===== src/rtl/uart_tx.sv =====
`default_nettype none
// ============================================================================
// Module      : uart_tx
// Description : 8N1 UART transmitter with a small byte FIFO in front of it.
//               Bytes are accepted on in_valid & in_ready, buffered, and
//               shifted out LSB first; back-to-back frames have no idle gap.
// Revision    : 1.0 - initial release
// ============================================================================
module uart_tx #(
    parameter int CLOCK_FREQ = 12_000_000,
    parameter int BAUD_RATE  = 115200,
    parameter int FIFO_DEPTH = 4
) (
    input  logic                          clk,
    input  logic                          rst,
    input  logic [7:0]                    in_data,
    input  logic                          in_valid,
    output logic                          in_ready,
    output logic                          tx,
    output logic                          busy,
    output logic [$clog2(FIFO_DEPTH):0]   fifo_count
);

    localparam int c_CLKS_PER_BIT = CLOCK_FREQ / BAUD_RATE;
    localparam int c_CNT_NEED     = $clog2(c_CLKS_PER_BIT + 1);
    localparam int c_CNT_W        = (c_CNT_NEED > 16) ? c_CNT_NEED : 16;
    localparam int c_PTR_W        = $clog2(FIFO_DEPTH);

    localparam logic [c_CNT_W-1:0] c_CNT_LAST = c_CNT_W'(c_CLKS_PER_BIT - 1);
    localparam logic [c_PTR_W:0]   c_DEPTH    = (c_PTR_W + 1)'(FIFO_DEPTH);

    localparam logic [1:0] c_ST_IDLE  = 2'd0;
    localparam logic [1:0] c_ST_START = 2'd1;
    localparam logic [1:0] c_ST_DATA  = 2'd2;
    localparam logic [1:0] c_ST_STOP  = 2'd3;

    // FSM / shifter state
    logic [1:0]         r_state;
    logic [c_CNT_W-1:0] r_cnt;
    logic [2:0]         r_bit_idx;
    logic [7:0]         r_shift;
    logic               r_tx;

    // FIFO state
    logic [7:0]         r_mem [FIFO_DEPTH];
    logic [c_PTR_W-1:0] r_wr_ptr;
    logic [c_PTR_W-1:0] r_rd_ptr;
    logic [c_PTR_W:0]   r_count;

    // Next-state / control
    logic [1:0]         w_state_nxt;
    logic [c_CNT_W-1:0] w_cnt_nxt;
    logic [2:0]         w_bit_nxt;
    logic               w_tx_nxt;
    logic               w_pop;
    logic               w_push;
    logic               w_bit_end;
    logic               w_nonempty;

    // Ready depends only on the registered count, so a pop while full does
    // not open a slot until the next cycle.
    assign in_ready   = ~rst & (r_count < c_DEPTH);
    assign w_push     = in_valid & in_ready;
    assign w_nonempty = (r_count != '0);
    assign w_bit_end  = (r_cnt == c_CNT_LAST);

    assign tx         = r_tx;
    assign busy       = (r_state != c_ST_IDLE);
    assign fifo_count = r_count;

    // Next-state, bit timing and line level; tx is registered so the line
    // follows the state by one cycle.
    always_comb begin
        w_state_nxt = r_state;
        w_cnt_nxt   = r_cnt;
        w_bit_nxt   = r_bit_idx;
        w_tx_nxt    = 1'b1;
        w_pop       = 1'b0;
        case (r_state)
            c_ST_IDLE: begin
                w_cnt_nxt = '0;
                w_bit_nxt = '0;
                if (w_nonempty) begin
                    w_pop       = 1'b1;
                    w_state_nxt = c_ST_START;
                end
            end
            c_ST_START: begin
                w_tx_nxt = 1'b0;
                if (w_bit_end) begin
                    w_cnt_nxt   = '0;
                    w_bit_nxt   = '0;
                    w_state_nxt = c_ST_DATA;
                end else begin
                    w_cnt_nxt = r_cnt + c_CNT_W'(1);
                end
            end
            c_ST_DATA: begin
                w_tx_nxt = r_shift[r_bit_idx];
                if (w_bit_end) begin
                    w_cnt_nxt = '0;
                    if (r_bit_idx == 3'd7) begin
                        w_bit_nxt   = '0;
                        w_state_nxt = c_ST_STOP;
                    end else begin
                        w_bit_nxt = r_bit_idx + 3'd1;
                    end
                end else begin
                    w_cnt_nxt = r_cnt + c_CNT_W'(1);
                end
            end
            c_ST_STOP: begin
                w_tx_nxt = 1'b1;
                if (w_bit_end) begin
                    w_cnt_nxt = '0;
                    w_bit_nxt = '0;
                    // Chain straight into the next frame when data is waiting
                    if (w_nonempty) begin
                        w_pop       = 1'b1;
                        w_state_nxt = c_ST_START;
                    end else begin
                        w_state_nxt = c_ST_IDLE;
                    end
                end else begin
                    w_cnt_nxt = r_cnt + c_CNT_W'(1);
                end
            end
            default: begin
                w_state_nxt = c_ST_IDLE;
                w_cnt_nxt   = '0;
                w_bit_nxt   = '0;
            end
        endcase
    end

    // FSM state register, bit counters and registered line output
    always_ff @(posedge clk) begin
        if (rst) begin
            r_state   <= c_ST_IDLE;
            r_cnt     <= '0;
            r_bit_idx <= '0;
            r_tx      <= 1'b1;
        end else begin
            r_state   <= w_state_nxt;
            r_cnt     <= w_cnt_nxt;
            r_bit_idx <= w_bit_nxt;
            r_tx      <= w_tx_nxt;
        end
    end

    // FIFO pointers, occupancy and shift-register load on pop
    always_ff @(posedge clk) begin
        if (rst) begin
            r_wr_ptr <= '0;
            r_rd_ptr <= '0;
            r_count  <= '0;
            r_shift  <= '0;
        end else begin
            if (w_push) begin
                r_wr_ptr <= r_wr_ptr + c_PTR_W'(1);
            end
            if (w_pop) begin
                r_shift  <= r_mem[r_rd_ptr];
                r_rd_ptr <= r_rd_ptr + c_PTR_W'(1);
            end
            case ({w_push, w_pop})
                2'b10:   r_count <= r_count + (c_PTR_W + 1)'(1);
                2'b01:   r_count <= r_count - (c_PTR_W + 1)'(1);
                default: r_count <= r_count;
            endcase
        end
    end

    // FIFO storage; data is captured only on acceptance
    always_ff @(posedge clk) begin
        if (w_push) begin
            r_mem[r_wr_ptr] <= in_data;
        end
    end

endmodule
`default_nettype wire


===== config.mk =====
export PLATFORM = sky130hd
export DESIGN_NAME = uart_tx
export DESIGN_NICKNAME = d
export VERILOG_FILES = /design/src/rtl/uart_tx.sv
export SDC_FILE = /design/constraint.sdc
export NUM_CORES = 1
export LEC_CHECK = 0
export BUFFER_PORTS_ARGS = -buffer_cell sky130_fd_sc_hd__buf_2
export CAP_MARGIN = 20
export CELL_PAD_IN_SITES_DETAIL_PLACEMENT = 1
export CELL_PAD_IN_SITES_GLOBAL_PLACEMENT = 1
export CORE_MARGIN = 1.5
export CORE_UTILIZATION = 53
export CTS_CLUSTER_SIZE = 30
export DETAILED_ROUTE_END_ITERATION = 10
export GPL_ROUTABILITY_DRIVEN = 0
export GPL_TIMING_DRIVEN = 0
export PLACE_DENSITY_LB_ADDON = 0.1
export RECOVER_POWER = 100
export SLEW_MARGIN = 20
export SYNTH_ARGS = -nofsm -noshare
export SYNTH_HDL_FRONTEND = slang
export SYNTH_SLANG_ARGS = --single-unit

===== constraint.sdc =====
create_clock -name clk -period 8.4 [get_ports clk]
set_input_delay 0.42 -clock clk [delete_from_list [all_inputs] [get_ports clk]]
set_output_delay 0.42 -clock clk [all_outputs]
set_load 0.1 [all_outputs]

Yosys cells after proc, flatten, opt, wreduce, memory -nomap -nowiden
Memory sizes are Yosys's and may differ from the RTL's. A register that Yosys moved wholly into a read port is not among the register bits.
Cells that the tools add are included.
Cells by class
  add/subtract/negate cells: 6
  magnitude comparators: 2
  equal/unequal tests: 13
  mux-type cells: 22
  bitwise gates (word level): 3
  reductions and logical operators: 8
Operators by type and width (number)
  $pmux W16 S2: 1
  $add A16 B1 Y16 const B: 1
  $eq A16 B7 Y1 const B: 1
  $mux W16: 1
  $mux W2: 5
  $ne A2 B2 Y1 const B: 5
  $mux W3: 3
  $pmux W3 S3: 1
  $pmux W2 S4: 1
  $add A3 B1 Y3 const B: 2
  $eq A2 B2 Y1 const B: 3
  $mux W1: 6
  $pmux W3 S2: 1
  $reduce_and A5 Y1: 1
  $add A2 B1 Y2 const B: 2
  $eq A2 B1 Y1 const B: 2
  $lt A3 B4 Y1 const B: 1
  $pmux W1 S2: 2
  $reduce_bool A2 Y1: 2
  $bmux W1 S3: 1
  $eq A3 B3 Y1 const B: 1
  $lt A3 B3 Y1 const B: 1
  $reduce_bool A3 Y1: 1
  $reduce_or A3 Y1: 1
  7 further kinds: 8
Word-level totals
  register bits after elaboration: 29
  bits in writable memories: 32
  input bits: 11
  output and inout bits: 6
  logic and storage cells: 62
  memories: 1
Memories
  r_mem: depth 4, width 8, read ports 1, clocked after memory_dff 1, wr ports 1, line 45  | logic [7:0] r_mem [FIFO_DEPTH];

Depth between registers and ports, before layout
  depth after elaboration: 6
  depth in mapped cells: 12

Worst setup path after synthesis
Ideal clock, no wire load.
  path type: reg-to-reg
  start point: register r_count[2], in the netlist fifo_count[2]
  end point: register r_count[2], in the netlist fifo_count[2]
  setup time: 0.071 ns
  data arrival time: 3.481 ns
  slack: 4.848 ns
  cell stages (with the launch flop): 10
  clock period less this slack: 3.552 ns
  cells stage by stage: dfxtp_1 > nor2_1 > and2_1 > inv_1 > ha_1 > inv_1 > fa_1 > xor2_1 > or3_1 > a21oi_1
On the way
  elaborated cells on any way between the ends: 13
  those cells by class: add/sub (2); order compare (1); eq/ne (2); mux (4); bitwise (2); reduce/logical (2)
RTL lines
  start: declaration: line 48  | logic [c_PTR_W:0] r_count;
  start signal: assignment: line 167  | 2'b10: r_count <= r_count + (c_PTR_W + 1)'(1);
  start signal: assignment: line 168  | 2'b01: r_count <= r_count - (c_PTR_W + 1)'(1);
  start signal: assignment: line 169  | default: r_count <= r_count;
  $lt A3 B3 Y1 (*): line 62  | assign in_ready = ~rst & (r_count < c_DEPTH);
  $and A1 B1 Y1 (*): line 62
  named net in_ready: line 18  | output logic in_ready,
  $and A1 B1 Y1 (*): line 63  | assign w_push = in_valid & in_ready;
  $eq A2 B1 Y1 or $eq A2 B2 Y1 (tied branches): line 166  | case ({w_push, w_pop})
  $pmux W3 S2 or $reduce_bool A2 Y1 (tied branches)
Mark *: on every way through the listed nets, which the timed path passes. The rest lies on a longest branch.
A chain may end at the register's enable or synchronous reset.

Worst setup path after layout
  start point: register r_cnt[7]
  end point: register r_count[2], in the netlist fifo_count[2]
On the way
  word-level cells in the longest chain between the ends: 5
  elaborated cells on any way between the ends: 7
  those cells by class: eq/ne (3); mux (3); reduce/logical (1)
RTL lines
  start: declaration: line 39  | logic [c_CNT_W-1:0] r_cnt;
  start signal: assignment: line 145  | r_cnt <= w_cnt_nxt;
  $eq A16 B7 Y1 (*): line 65  | assign w_bit_end = (r_cnt == c_CNT_LAST);
  $mux W1 (*): line 114  | if (w_bit_end) begin
  $pmux W1 S2 (*): line 79  | case (r_state)
  named net w_pop: line 55  | logic w_pop;
  $eq A2 B1 Y1 or $eq A2 B2 Y1 (tied branches): line 166
  $pmux W3 S2 or $reduce_bool A2 Y1 (tied branches)
Marks and branches as above.

==> metrics.md <==
| Metric | Value |
|---|---|
| Status | `completed` |
| Reg-to-reg setup timing slack | `4.40 ns` |
| Vias per inst | `5.85` |
| Initial Util | `0.550` |
| Inserted Clock Buffers | `9` |
| Total core area | `~0.0055 mm2` |
| Share of cells above drive strength 1 | `0.0982` |
| Critical path class | `reg2reg` |
| Arrival time at the worst endpoint | `4.27 ns` |
| Fin Setup TNS | `0 ns` |
| LEAKAGE | `0.00114 uW` |
| Synth Flop Type | `dfxtp_1` |
| Remaining global-route overflow | `0` |
| Max Slew Vio Count | `0` |
| Worst-path clk slew | `approximately 0.080 ns` |
| Root Driver | `clkbuf_8` |
| Worst endpoint required time | `8.67 ns` |
| Htree depth | `3` |
| Synth Cell Area | `between 0.003 and 0.004 mm2` |
| R2r endpoint | `fifo_count[2]$_SDFFE_PP0P_` |
| Synth warn | `0` |
| ANT cells | `0` |
| Yosys cell types | `44` |
| Final Cell Area | `roughly 0.0034 mm2` |
| Total Die Area | `0.00621 mm2` |
| Post-synth EDFFs | `32` |
| Endpoint type of the worst setup path | `register` |
| DP Wirelength | `4.55 mm` |
| Worst-Margin Slew | `1.17 ns` |
| Clock Sinks | `between 60 and 70` |
| Hold_buf cts | `0` |
| Avg Inst Size Synth | `between 10 and 15 um2` |
| Sequential element share of the synthesized area | `0.559` |
| 1st-pass router iterations | `4` |
| Slew headroom | `0.222` |
| Period minus WS final | `4.00 ns` |
| Area grow syn2layout | `9.98%` |
| Async S/R FF share, synth | `0` |
| Largest net degree at the start of global routing | `13` |
| Number of synthesized register bits | `69` |
| Rows | `27` |
| Reg2Reg Depth | `11` |
| # DRC | `0` |
| Power Dens Cells | `304 mW/mm2` |
| Post-CTS Resized | `0` |
| Hold wc startpoint | `in_data[2]` |
| Placed inst area | `0.00321 mm2` |
| Hold endpoint | `r_mem[1][2]$_DFFE_PP_` |
| Final setup violation count | `0` |
| WL/cell | `19.0 um` |
| Hold path depth | `1` |
| Die Ht | `a little under 80 um` |
| Initial antenna violation count | `0` |
| Placement Setup Slack | `5.09 ns` |
| Layout Nets | `around 300` |
| Final WL | `6.80 mm` |
| Vias in the first global route | `2286` |
| CP Max Fanout | `10` |
| First-pass GRT wire length | `11.3 mm` |
| Fin crit share | `0.476` |
| CP startpoint kind | `register` |
| Worst VDD drop | `0.244 mV` |
| First DRT Iteration DRCs | `roughly 110` |
| Final-report hold violation count | `0` |
| I/O pin total | `17` |
| Skew-Pair Late Insertion Delay | `0.34 ns` |
| CTS tree | `done` |
| Unrepaired setup endpoints after global routing | `no` |
| Clk_skew | `0.00817 ns` |
| R2R Path Start | `r_cnt[7]$_SDFF_PP0_` |
| Max Cap Violations | `0` |
| Die W | `78.8 um` |
| Hold WC Path Type | `in2reg` |
| Post-CTS Setup Inserts | `0` |
| Hold_ws | `0.334 ns` |
| Max Fclk | `~0.25 GHz` |
| Clock buffer depth | `2` |
| Overall Global Routing Usage | `0.246` |
| Worst Setup Slack, final | `4.40 ns` |
| Syn nets | `278` |
| Routed Antenna Nets | `0` |
| Via count | `2088` |
| Post-synthesis cell count | `254` |
| IO Port Bufs | `15` |
-- cells in the mapped netlist, drive strengths merged (5+ instances only) --
| cell | count | area share |
|---|---|---|
| a21oi | 12 | 0.020 |
| xor2 | 8 | 0.023 |
| nand4 | 5 | 0.010 |
| dfxtp | 37 | 0.24 |
| nand2 | 24 | 0.030 |
| nor2 | 17 | 0.021 |
| nand3 | 12 | 0.020 |
| and3 | 5 | 0.010 |
| o21ai | 5 | 0.0082 |
| clkbuf | 5 | 0.0062 |
| mux2i | 10 | 0.033 |
| or4 | 6 | 0.017 |
| inv | 11 | 0.014 |
| or3 | 7 | 0.014 |
| mux4 | 10 | 0.074 |
| edfxtp | 32 | 0.32 |
| ha | 12 | 0.049 |
-- cells by family after synthesis --
kind of cell | Yosys count | synth area share
compound gates | 28 | 0.0567
xor+xnor | 12 | 0.0345
fa+ha+maj | 13 | 0.0559
buf+inv | 21 | 0.0300
flops | 69 | 0.559
mux | 21 | 0.110
simple gates | 90 | 0.154
-- cell usage in the layout, fill, tap and decap left out, drive strengths merged, types with 2 or more instances in the layout --
master  instances
clkinv          4
a21oi          12
nor2           17
nand3          12
nor2b           2
or4b            2
and4            2
xnor2           4
or3             7
buf             2
nand2          24
o21ai           5
dfxtp          37
mux4           10
clkbuf         33
xor2            8
ha             12
mux2i          10
edfxtp         32
inv            12
nor3            4
and3            5
nand4           5
or4             6
o31ai           4
-- critical path, cell delays in order (launching register included) --
cell	delay [ns]
dfxtp_1	0.35
or4_1	0.61
or4_1	0.54
clkbuf_1	0.20
o21ai_0	0.24
clkbuf_1	0.64
ha_1	0.31
inv_1	0.06
fa_1	0.37
xor2_1	0.16
or3_1	0.31
a21oi_1	0.14
-- state kept, by name (all words and copies together), names as in the netlist --
signal	cells
r_bit_idx	3
r_state	2
tx	1
r_mem	32
r_shift	8
r_rd_ptr	2
r_wr_ptr	2
r_cnt	16
fifo_count	3
-- report_power, final --
| part | internal (uW) | switching [uW] | total, uW |
|---|---|---|---|
| Clock | 116 | 128 | 244 |
| Combinational | 111 | 235 | 346 |
| Sequential | 398 | 31.7 | 429 |
| Total | 625 | 395 | 1020 |
-- routing by layer --
metal	vias to the layer above	GRT usage	part of all wire
li1	990	-	-
met1	1048	0.303	0.46
met2	43	0.426	0.50
met3	7	0.0586	0.035
met4	0	0.0807	0.012
met5	-	0	0
-- worst max path at each step --
stage,cells past startpoint,end,slack [ns],from
final,11,fifo_count[2]$_SDFFE_PP0P_,4.40,r_cnt[7]$_SDFF_PP0_
after detailed placement,11,fifo_count[2]$_SDFFE_PP0P_,5.09,r_cnt[7]$_SDFF_PP0_
after floorplan,9,fifo_count[2]$_SDFFE_PP0P_,4.85,fifo_count[2]$_SDFFE_PP0P_
after global routing,11,fifo_count[2]$_SDFFE_PP0P_,4.14,r_cnt[7]$_SDFF_PP0_
after CTS,11,fifo_count[2]$_SDFFE_PP0P_,5.04,r_cnt[4]$_SDFF_PP0_
after global placement,11,fifo_count[2]$_SDFFE_PP0P_,5.13,r_cnt[7]$_SDFF_PP0_
-- metrics by stage --
step / util / total power, uW / instances
after global routing: 0.605 / 1070 / 357
after global placement: 0.580 / 773 / 341
final: 0.605 / 1020 / 357
after CTS: 0.612 / 1030 / 357
after detailed placement: 0.580 / 786 / 341
after floorplan: - / 707 / 254
-- final cells by class --
| class | instances | area, um2 |
|---|---|---|
| clock inverters | 5 | 35.0 |
| plain buffers | 9 | 33.8 |
| clock buffers | 11 | 141 |
| fillers | 600 | 2190 |
| flip-flops and latches | 69 | 1700 |
| well taps | 72 | 90.1 |
| repair buffers | 15 | 57.6 |
| multi-input cells | 164 | 1250 |
| inverters | 12 | 45.0 |
Power figures use the tool's default switching activity.
